## src/rtl/param_updown_counter.sv

```systemverilog
// +----------------------------------------------------------------------------+
// | param_updown_counter: modulo-N up/down counter, wrap or saturate, cascadable |
// | Revision: 1.0                                                              |
// +----------------------------------------------------------------------------+
`default_nettype none

module param_updown_counter #(
  parameter int               WIDTH    = 4,
  parameter longint unsigned  MODULUS  = 16,
  parameter bit               SATURATE = 1'b0
) (
  input  logic             clk,
  input  logic             reset,
  input  logic             clr,
  input  logic             load,
  input  logic [WIDTH-1:0] load_val,
  input  logic             en,
  input  logic             up,
  output logic [WIDTH-1:0] q,
  output logic             tc,
  output logic             wrap,
  output logic             ovf
);

  generate
    if (WIDTH < 1 || WIDTH > 32 || MODULUS < 2 || MODULUS > (64'd1 << WIDTH)) begin : g_bad_params
      $error("param_updown_counter: illegal WIDTH/MODULUS combination");
    end
  endgenerate

  localparam logic [WIDTH-1:0] MAX_VAL = WIDTH'(MODULUS - 64'd1);

  logic [WIDTH-1:0] count_q, count_d;
  logic             wrap_q, wrap_d;
  logic             ovf_q, ovf_d;
  logic [WIDTH-1:0] load_clamped;
  logic             at_max, at_zero, at_bound;

  // A full-range modulus can never see an out-of-range load value.
  generate
    if (MODULUS == (64'd1 << WIDTH)) begin : g_noclamp
      assign load_clamped = load_val;
    end else begin : g_clamp
      assign load_clamped = (load_val > MAX_VAL) ? MAX_VAL : load_val;
    end
  endgenerate

  assign at_max   = (count_q == MAX_VAL);
  assign at_zero  = (count_q == '0);
  assign at_bound = up ? at_max : at_zero;

  always_comb begin
    count_d = count_q;
    wrap_d  = 1'b0;
    ovf_d   = ovf_q;
    if (clr) begin
      count_d = '0;
      ovf_d   = 1'b0;
    end else if (load) begin
      count_d = load_clamped;
    end else if (en) begin
      if (at_bound) begin
        ovf_d = 1'b1;
        if (!SATURATE) begin
          count_d = up ? '0 : MAX_VAL;
          wrap_d  = 1'b1;
        end
      end else begin
        count_d = up ? count_q + 1'b1 : count_q - 1'b1;
      end
    end
  end

  always_ff @(posedge clk or posedge reset) begin
    if (reset) begin
      count_q <= '0;
      wrap_q  <= 1'b0;
      ovf_q   <= 1'b0;
    end else begin
      count_q <= count_d;
      wrap_q  <= wrap_d;
      ovf_q   <= ovf_d;
    end
  end

  assign q    = count_q;
  assign tc   = en && at_bound;
  assign wrap = wrap_q;
  assign ovf  = ovf_q;

endmodule

`default_nettype wire

```

## config.mk

```make
export PLATFORM = sky130hd
export DESIGN_NAME = param_updown_counter
export DESIGN_NICKNAME = d
export VERILOG_FILES = /design/src/rtl/param_updown_counter.sv
export SDC_FILE = /design/constraint.sdc
export NUM_CORES = 1
export LEC_CHECK = 0
export CORE_AREA = 2 2 39 41
export CTS_CLUSTER_DIAMETER = 150
export CTS_CLUSTER_SIZE = 12
export DETAILED_ROUTE_END_ITERATION = 8
export DIE_AREA = 0 0 41 43
export GPL_TIMING_DRIVEN = 0
export SETUP_SLACK_MARGIN = 0.3
export SYNTH_ARGS = -nofsm -noshare
export SYNTH_HDL_FRONTEND = slang
export SYNTH_SLANG_ARGS = --single-unit
```

## constraint.sdc

```tcl
create_clock -name clk -period 1.9 [get_ports clk]
set_input_delay 0.475 -clock clk [delete_from_list [all_inputs] [get_ports clk]]
set_output_delay 0.475 -clock clk [all_outputs]
set_load 0.05 [all_outputs]
```

# Word-level counts from Yosys, hierarchy flattened
# Index checks and enable logic that the tools add are counted.
[totals]
in_bits = 10
reg_bits = 6
output_inout_bits = 7
[op_classes]
n_mux = 15
eq_ne = 2
reduce_logical = 6
add_sub_neg = 2
[ops]
columns = ["cell", "count"]
rows = [
  ["4-bit 2-to-1 mux", 6],
  ["1-bit 2-to-1 mux", 9],
  ["4-bit by 1-bit adder with 4-bit output, second input constant", 1],
  ["4-bit == test, second input constant", 1],
  ["4-bit logical NOT", 1],
  ["2-bit nonzero test", 2],
  ["4-bit by 1-bit subtractor with 4-bit output, second input constant", 1],
  ["3-bit AND reduction", 1],
  ["3-bit nonzero test", 1],
  ["2-bit inequality test, second input constant", 1],
  ["1-bit logical AND", 1],
]

# Depth between registers and ports, before layout
[logic_depth]
ltp_word = 6
ltp_mapped = 6
depth_no_buf = 6

# Least setup slack after synthesis
# Ideal clock, no wire load.
[synth_path]
path_type = "reg2out"
from = "register count_q[2] (netlist: q[2])"
to = "output port tc"
stages_incl_launch_ff = 5
slack_ps = -295
arrival_time_ps = 1720
required_ps = 1425
n_path_buf = 0
cell_sequence = "dfrtp_1 > or4_4 > nor2_4 > o21ai_1 > inv_1"
[synth_between]
elab_chain_len = 3
elab_cells_between_ends = 4
cone_classes = "1 x eq/ne; 1 x mux; 2 x reduce/logical"
[synth_lines]
columns = ["item", "line", "source"]
rows = [
  ["from (decl)", "33", "logic [WIDTH-1:0] count_q, count_d;"],
  ["from (signal assigned)", "80", "count_q <= count_d;"],
  ["4-bit == test or 4-bit logical NOT (tied branches)", "48, 49", ""],
  ["1-bit 2-to-1 mux *", "50", "assign at_bound = up ? at_max : at_zero;"],
  ["1-bit logical AND *", "87", "assign tc = en && at_bound;"],
  ["to (decl)", "20", "output logic tc,"],
]
# Every way passes the cells marked *; elsewhere a longest branch is shown, timed or not.

# Worst setup path after layout
[layout_path]
from = "register count_q[0] (netlist: q[0])"
to = "output port tc"
# Same word-level chain as after synthesis.

==> qor_table.md <==
| Quantity | This run |
|:---|:---|
| Port buffer count | 16 |
| Max-slew violation count | 0 |
| Layout cells sized above 1 | 36.5% |
| Clock tree from TritonCTS | done |
| Maxcap violations | 0 |
| 1st-iter DRT viols | 4 |
| Unrepaired setup endpoints after global routing | true |
| Avg Cell Area, Syn | 8.93 um2 |
| Vert. Die Dim | 43 um |
| Post-detailed-route count of antenna-violating nets | 0 |
| Peak per-stage delay on the critical path | 0.54 ns |
| Cell variety after synth | 23 |
| Post-DP HPWL | 762 um |
| Max Root-Sink Buffers | 2 |
| First-pass iteration count of the detailed router | 2 |
| Setup crit end kind | output pin |
| Share of total power in combinational logic | 38.8% |
| Clock network fraction of total power | 26.7% |
| Routed via count | 442 |
| CTS clock-pin slew for the worst setup and hold paths | 0.04 ns |
| Clock tree sinks | 6 |
| Crit path launch type | register |
| Cell area power density | 617 nW/um2 |
| Master cell of the clock root buffer | clkbuf_4 |
| Depth of the worst register-to-register path | 5 |
| Hold buffer count at CTS | 0 |
| Initial antenna violation count | 0 |
| Aggregate routed wire length | 1060 um |
| Register bit count reported by yosys | 6 |
| GR Util All Layers | 16.1% |
| Critical-path maximum fanout | 3 |
| Sequential fraction of the synthesis area | 33.0% |
| Critical Path Slowest Stage Cell | or4_4 |
| Signal arrival time at the worst endpoint | 1.60 ns |
| Remaining Overflow, GRT | 0 |
| P_sw | 0.149 mW |
| Row count | 14 |
| Path class of the lowest-slack min-delay path | primary input to asynchronous set/reset pin |
| DRC | 0 |
| Antenna cells | 0 |
| DR vias/cell | 4.91 |
| Worst slew margin | 67.6% |
| # IOs | 17 |
| Status | finished with violations |
| Wire length of the first global-routing pass | 1860 um |
| Category of the critical setup timing path | register to output pin |
| Maximum clock rate | 481 MHz |
| Leakage dissipation | 0.317 nW |
| Fin crit share | 109% |
| Count of nets after finishing | 89 |
| Netlist area before placement | 455 um2 |
| Layout-stage area growth over the synthesis result | 54.4% |
| Worst VDD drop | 0.270 mV |
| Hold Vio Cnt, Final | 0 |
| Chain of cells forming the critical path | or4_4, nor2_4, o21ai_4, inv_4, buf_8 |
| Setup WS pre-CTS | -1.21 ns |
| Violated checks | negative setup slack |
| Pin slew with the least headroom to its limit | 0.487 ns |
| Core area | 1380 um2 |
| Switching portion of total power | 34.5% |
| Maximum number of pins on one net before global-route repair | 11 |
| Initial core utilization | 32.9% |
| Count of synthesis-stage warnings from yosys | 0 |
| Routed len/inst | 11.7 um |
| Synth Instances | 51 |
| Net count after synthesis | 64 |
| Post-Route Skew | 0.00383 ns |
| GP Congestion | 0.754 |
| Final standard cell utilization of the core | 50.8% |
| H-tree level count | 1 |
| Die extent in x | 41 um |
| Data required time at the worst endpoint | 1.42 ns |
| Area of the die | 1760 um2 |
| Smallest setup slack after layout | -0.178 ns |
| Period minus WS final | 2.08 ns |
| Clock insertion delay at the later pin of the skew report | 0.24 ns |
| Via count of the first global-routing pass | 429 |
| Cell internal pwr | 0.284 mW |
| Seq pwr share | 34.5% |
| Finish-stage setup viols | 1 |
| Clock buffer count from CTS | 3 |
cell families after synthesis:
group	after synthesis	share of synthesized area, %
flops	6	33.0
xor+xnor	3	5.77
simple gates	17	22.5
compound gates	13	20.6
fa+ha+maj	3	9.89
buf+inv	9	8.24
flip-flops by register name, summed over array words and instances, names as in the netlist:
name	cells
ovf	1
q	4
wrap	1
power groups by stage:
| stage | logic [mW] | clock network [mW] | registers, mW |
|---|---|---|---|
| 2_1_floorplan | 0.0721 | 0 | 0.181 |
| 3_3_place_gp | 0.154 | 0 | 0.155 |
| 3_5_place_dp | 0.155 | 0 | 0.155 |
| 4_1_cts | 0.171 | 0.124 | 0.149 |
| 5_1_grt | 0.184 | 0.136 | 0.151 |
| 6_report | 0.168 | 0.116 | 0.149 |
worst paths after layout:
check / startpoint / end / slack [ns]
min in group clk: ovf$_DFFE_PP0P_ / ovf$_DFFE_PP0P_ / 0.50
setup reg to reg: q[0]$_DFFE_PP0P_ / q[2]$_DFFE_PP0P_ / 0.25
hold reg to reg: ovf$_DFFE_PP0P_ / ovf$_DFFE_PP0P_ / 0.50
max in group asynchronous: reset / q[0]$_DFFE_PP0P_ / 1.25
hold / removal: reset / wrap$_DFF_PP0_ / 0.44
setup / recovery: q[0]$_DFFE_PP0P_ / tc / -0.18
what timing repair did:
action | CTS | global route
setup buffers | 4 | 0
pin swaps | 4 | 2
setup endpoints to repair | 12 | 7
resized for setup | 30 | 7
routing by layer:
layer	part of all wire, %	track usage [%]	wire length, um	vias to the layer above
li1	-	-	-	224
met1	42	21.2	446	206
met2	51	23.1	535	12
met3	7.2	9.42	76	0
met4	0	2.00	0	0
met5	0	0	0	-
worst max-delay path: cells and delay by family, from the launching register on:
family | cells | cell delay (ns)
and+or+nand+nor | 2 | 0.67
AOI/OAI and AO/OA | 1 | 0.08
DFF | 1 | 0.41
buffers and inverters | 2 | 0.20
cell usage after synthesis:
cell type,count,area [um2]
dfrtp_1,6,150
a21o_2,1,8.76
buf_4,1,7.51
a21oi_1,5,25.0
inv_1,8,30.0
o211ai_1,1,7.51
nand3_1,1,5.00
fa_1,1,20.0
and4_2,1,10.0
and2_1,1,6.26
nor2b_1,1,6.26
or4_4,1,11.3
nor2_1,5,18.8
o21ai_1,2,10.0
ha_1,2,25.0
nand2b_1,2,12.5
o31ai_1,1,7.51
nor2_4,1,11.3
a221oi_2,2,30.0
nor3_1,3,15.0
nand4_1,1,6.26
xnor2_1,3,26.3
o21ai_0,1,5.00
cell type report:
type	instances	area, um2
multi-input combinational	36	279
tap	16	20.0
timing repair buffer	20	184
sequential	6	155
buffer	1	7.51
fill	146	681
clock buffer	3	22.5
inverter	8	35.0
metrics by stage:
stage               cells  hold WS (ns)  TNS, ns  cell area, um2  power (mW)
floorplan              51         0.266        0             467       0.253
global placement       83         0.475    -2.27             647       0.308
detailed placement     83         0.491    -2.31             647       0.309
CTS                    90         0.452   -0.215             708       0.444
global route           90         0.460   -0.248             703       0.470
finish                 90         0.443   -0.178             703       0.434
placed cells by master (no fill, tap or decap):
cell / synthesis / layout
a21o_2: 1 / 1
a21oi_1: 5 / 5
a221oi_2: 2 / 2
and2_1: 1 / 1
and4_2: 1 / 1
buf_2: 0 / 3
buf_4: 1 / 3
buf_6: 0 / 2
buf_8: 0 / 1
clkbuf_2: 0 / 1
clkbuf_4: 0 / 3
clkdlybuf4s15_1: 0 / 2
clkdlybuf4s15_2: 0 / 1
clkdlybuf4s50_1: 0 / 8
dfrtp_1: 6 / 2
dfrtp_2: 0 / 4
fa_1: 1 / 1
ha_1: 2 / 2
inv_1: 8 / 6
inv_4: 0 / 2
nand2b_1: 2 / 2
nand3_1: 1 / 1
nand4_1: 1 / 1
nor2_1: 5 / 5
nor2_4: 1 / 1
nor2b_1: 1 / 1
nor3_1: 3 / 3
o211ai_1: 1 / 1
o21ai_0: 1 / 1
o21ai_1: 2 / 1
o21ai_4: 0 / 1
o31ai_1: 1 / 1
or4_4: 1 / 1
xnor2_1: 3 / 3
Note: power is estimated with default switching activity, not from simulation.
==> variant 1 (config.mk and constraints unchanged) <==
Put a register stage on the output `tc`, without a reset. The value now appears one clock later. The other outputs are not delayed to match.
--- a/src/rtl/param_updown_counter.sv
+++ b/src/rtl/param_updown_counter.sv
@@ -86,3 +86,5 @@
   assign q    = count_q;
-  assign tc   = en && at_bound;
+  always_ff @(posedge clk) begin
+    tc <= en && at_bound;
+  end
   assign wrap = wrap_q;
Behaviour: not the same (Yosys sat finds a counterexample within 4 cycles, from zero or initial values and one cycle with reset high).
==> variant 1 against the original RTL <==
  * Setup slack better by 0.47 ns
  * Cell count rose by 2.2%
  * Routed wire length increased by 5.4%
  * Power increased by 9.6%
  * Hold slack got worse by 0.0049 ns
  * Area after synthesis increased by 4.4%
  * Final area rose by 2.8%
  * Critical path type unchanged
  * Sequential cell count grew 1
==> variant 1: results (changes against the original RTL) <==
| Metric | Value |
|---|---|
| Maximum VDD drop | `0.341 mV (+26%)` |
| Synth area leaders | `dfrtp_1, a221oi_2, inv_1` |
| Vias in the first global route | `391 (-8.9%)` |
| Reg2reg path depth | `4 (-1)` |
| Crit-path max FO | `4 (+1)` |
| Layout cells sized above 1 | `35.5% (-0.96 points)` |
| Switching share of total power | `34.0% (-0.50 points)` |
| Static leakage | `0.328 nW (+3.6%)` |
| Syn Nets | `65 (+1.6%)` |
| Final wirelength | `1.11 mm (+5.4%)` |
| Outcome | `complete, no violations` |
| Overall Global Routing Usage | `15.3% (-0.80 points)` |
| Post-synthesis sequential area ratio | `35.8% (+2.8 points)` |
| Filler cells | `135 (-7.5%)` |
| CTS root buffer | `clkbuf_4` |
| Routability cong. | `0.702 (-6.8%)` |
| Worst Hold Class | `primary input to async pin` |
| Final hold slack | `0.438 ns (-0.00486 ns)` |
| Clock Skew | `0.00420 ns (+0.000369 ns)` |
| Async S/R FF share, synth | `85.7% (-14 points)` |
| Distinct cell type count after synthesis | `24 (+4.3%)` |
| Arrival @ worst endpoint | `1.14 ns (-0.46 ns)` |
| Post-DP HPWL | `771 um (+1.2%)` |
| Slew @ Worst Pin | `0.482 ns (-0.00558 ns)` |
| Reg2Reg Launch Point | `q[3]` |
| DP Area | `661 um2 (+2.1%)` |
| Initial antenna violation count | `0 (unchanged)` |
| Clock latency on the worst-skew pair | `0.26 ns (+0.02 ns)` |
| Detailed Route Iter0 Violations | `1 (-3)` |
| Final nets | `90 (+1.1%)` |
| Via Count | `440 (-0.45%)` |
| First-pass GRT wire length | `1.77 mm (-4.8%)` |
| R2R setup slack | `0.36 ns (+0.11 ns)` |
==> variant 1: changes by cell type after synthesis <==
cell     unedited run  this run
dfxtp_1             0         1
==> variant 1: worst max path at each step <==
stage,start,end,cells past startpoint
after floorplan,q[0],q[2],4
after global placement,up,q[3],7
after detailed placement,up,q[3],7
after CTS,q[1],q[1],1
after global routing,q[3],q[3],2
final,q[3],q[3],2
==> variant 1: cell type report <==
| cell class | instances | area [um2] | share of cell area [%] |
|---|---|---|---|
| multi-input combinational | 36 | 280 | 38.8 |
| timing repair buffer | 20 | 184 | 25.4 |
| sequential | 7 | 175 | 24.2 |
| inverter | 8 | 30.0 | 4.15 |
| clock buffer | 4 | 26.3 | 3.63 |
| tap | 16 | 20.0 | 2.77 |
| buffer | 1 | 7.51 | 1.04 |
==> variant 1: per-layer routing <==
metal  up-vias  track usage (%)  part of all wire [%]
li1        229                -                     -
met1       197             20.6                    44
met2        12             20.3                    51
met3         2             7.85                   4.6
met4         0             6.00                  0.54
met5         -                0                     0
==> variant 1: cell families (layout without fill, tap and decap cells) <==
| family | Yosys count | after routing | synth area share, % |
|---|---|---|---|
| and+or+nand+nor | 17 | 17 | 21.6 |
| buffers and inverters | 9 | 33 | 7.90 |
| AOI/OAI and AO/OA | 13 | 13 | 19.7 |
| adders and majority gates | 3 | 3 | 9.47 |
| DFF | 7 | 7 | 35.8 |
| xor gates and xnor gates | 3 | 3 | 5.53 |
==> variant 1: through the flow <==
step                util [%]  TNS, ns  std cells  setup WS (ns)
floorplan                  -        0         52          0.302
CTS                     49.6        0         88          0.160
global route            52.3        0         92          0.260
detailed placement      47.7    -1.16         84         -0.287
finish                  52.3        0         92          0.290
global placement        47.7    -1.17         84         -0.284
==> variant 1: critical path, cell delays in order, from the launching register on <==
cell             delay, ns
dfrtp_2               0.42
buf_4                 0.14
clkdlybuf4s15_2       0.32
==> variant 1: power by group through the flow <==
stage | registers, mW | logic, mW | clock network [mW]
2_1_floorplan | 0.208 | 0.0662 | 0
3_3_place_gp | 0.177 | 0.152 | 0
3_5_place_dp | 0.177 | 0.153 | 0
4_1_cts | 0.175 | 0.149 | 0.142
5_1_grt | 0.175 | 0.180 | 0.152
6_report | 0.173 | 0.164 | 0.138
==> variant 1: repair_timing <==
action / in CTS / in global routing
pin swaps: 0 / 2
endpoints found under the setup margin: 13 / 7
setup buffers: 0 / 4
resized for setup: 16 / 8
cloned: 0 / 0
==> variant 2 (config.mk and constraints unchanged) <==
Without the edit above. Set the parameter `SATURATE` to 1'b1 (it was 1'b0).
--- a/src/rtl/param_updown_counter.sv
+++ b/src/rtl/param_updown_counter.sv
@@ -9,3 +9,3 @@
   parameter longint unsigned  MODULUS  = 16,
-  parameter bit               SATURATE = 1'b0
+  parameter bit               SATURATE = 1'b1
 ) (
Function: changed (Yosys sat finds a counterexample within 4 cycles, from zero or initial values and one cycle with reset high).
==> variant 2 against the original RTL <==
  * The run still ends with negative setup slack left
  * Sequential share of layout area fell by 2.9 points
  * Register-to-register slack worse by 0.16 ns
  * Setup slack improved by 0.029 ns
  * Combinational power is 8% higher
  * Power rose by 1.8%
  * Sequential cell count down 1
  * Routed wire length grew 4.8%
  * Core utilization decreased by 1.6 points
  * Area after synthesis down 6.3%
  * Final area down 3.2%
  * Largest cell class unchanged
==> variant 2: results (changes against the original RTL) <==
| Metric | Value |
|---|---|
| Met1 usage in global routing | `22.0% (+0.78 points)` |
| Maximum VDD drop | `0.367 mV (+36%)` |
| Final worst slack | `-0.148 ns (+0.0292 ns)` |
| Final wirelength | `1.11 mm (+4.8%)` |
| Synth area leaders | `dfrtp_1, ha_1, fa_1` |
| Met1 WL | `456 um (+2.2%)` |
| Crit-path max FO | `2 (-1)` |
| Static leakage | `0.305 nW (-3.9%)` |
| Syn Nets | `61 (-4.7%)` |
| Detailed Route Iter0 Violations | `7 (+3)` |
| Clock share of power | `29.7% (+3.0 points)` |
| Setup TNS | `-0.148 ns (+0.0292 ns)` |
| First-pass GRT wire length | `1.91 mm (+3.0%)` |
| Int Power | `0.280 mW (-1.4%)` |
| Clock Skew | `0.00661 ns (+0.00278 ns)` |
| Outcome | `finished, violations left` |
| # setup viols final | `1 (unchanged)` |
| R2R setup slack | `0.09 ns (-0.16 ns)` |
| Largest net degree at the start of global routing | `10 (-1)` |
| Post-CTS Resized | `28 (-6.7%)` |
| Sequential cell power | `0.129 mW (-13%)` |
| Distinct cell type count after synthesis | `32 (+39%)` |
| Via Count | `451 (+2.0%)` |
| Synth top cells by count | `dfrtp_1, inv_1, nor2_1` |
| Met3 Use GR | `6.28% (-3.1 points)` |
| Violated checks | `negative setup slack` |
| Arrival @ worst endpoint | `1.57 ns (-0.03 ns)` |
| Detailed Routing Iterations Pass 1 | `4 (+2)` |
| Met2 WL | `551 um (+3.0%)` |
| Met2 Usage GRT | `23.4% (+0.31 points)` |
| Overall Global Routing Usage | `16.2% (+0.052 points)` |
| Post-DP HPWL | `744 um (-2.3%)` |
| Top Metal Used | `met4` |
| Reg2reg path depth | `6 (+1)` |
| Port buffer count | `14 (-2)` |
| Layout cells sized above 1 | `41.1% (+4.6 points)` |
| Net load switching power | `0.161 mW (+8.0%)` |
| Setup Fix Bufs, Post-CTS | `5 (+1)` |
| CP Launch Point | `q[2]` |
| Critical R2R Capture | `q[3]` |
| Met3 WL post-DR | `88 um (+16%)` |
[variant 2: logic make-up (layout without fill, tap and decap cells)]
family / count (synthesis) / in the layout / synth area share (%)
buf+inv: 7 / 32 / 7.04
flops: 5 / 5 / 29.3
xor+xnor: 2 / 2 / 4.11
other cells: 1 / 1 / 0.879
simple gates: 18 / 18 / 24.3
fa+ha+maj: 3 / 3 / 10.6
compound gates: 12 / 12 / 23.8
[variant 2: metrics by stage]
step	cells	setup slack [ns]	hold WS, ns	area (um2)
after floorplan	48	-0.00992	0.253	452
after global placement	78	-1.16	0.505	612
after global routing	89	-0.203	0.462	681
after detailed placement	78	-1.14	0.500	612
final	89	-0.148	0.420	681
after CTS	87	-0.199	0.429	666
[variant 2: area by class of cell]
class	count	area, um2
Timing Repair Buffer	21	180
Fill cell	145	703
Buffer	2	11.3
Sequential cell	5	130
Multi-Input combinational cell	36	294
Inverter	5	18.8
Clock buffer	4	26.3
Tap cell	16	20.0
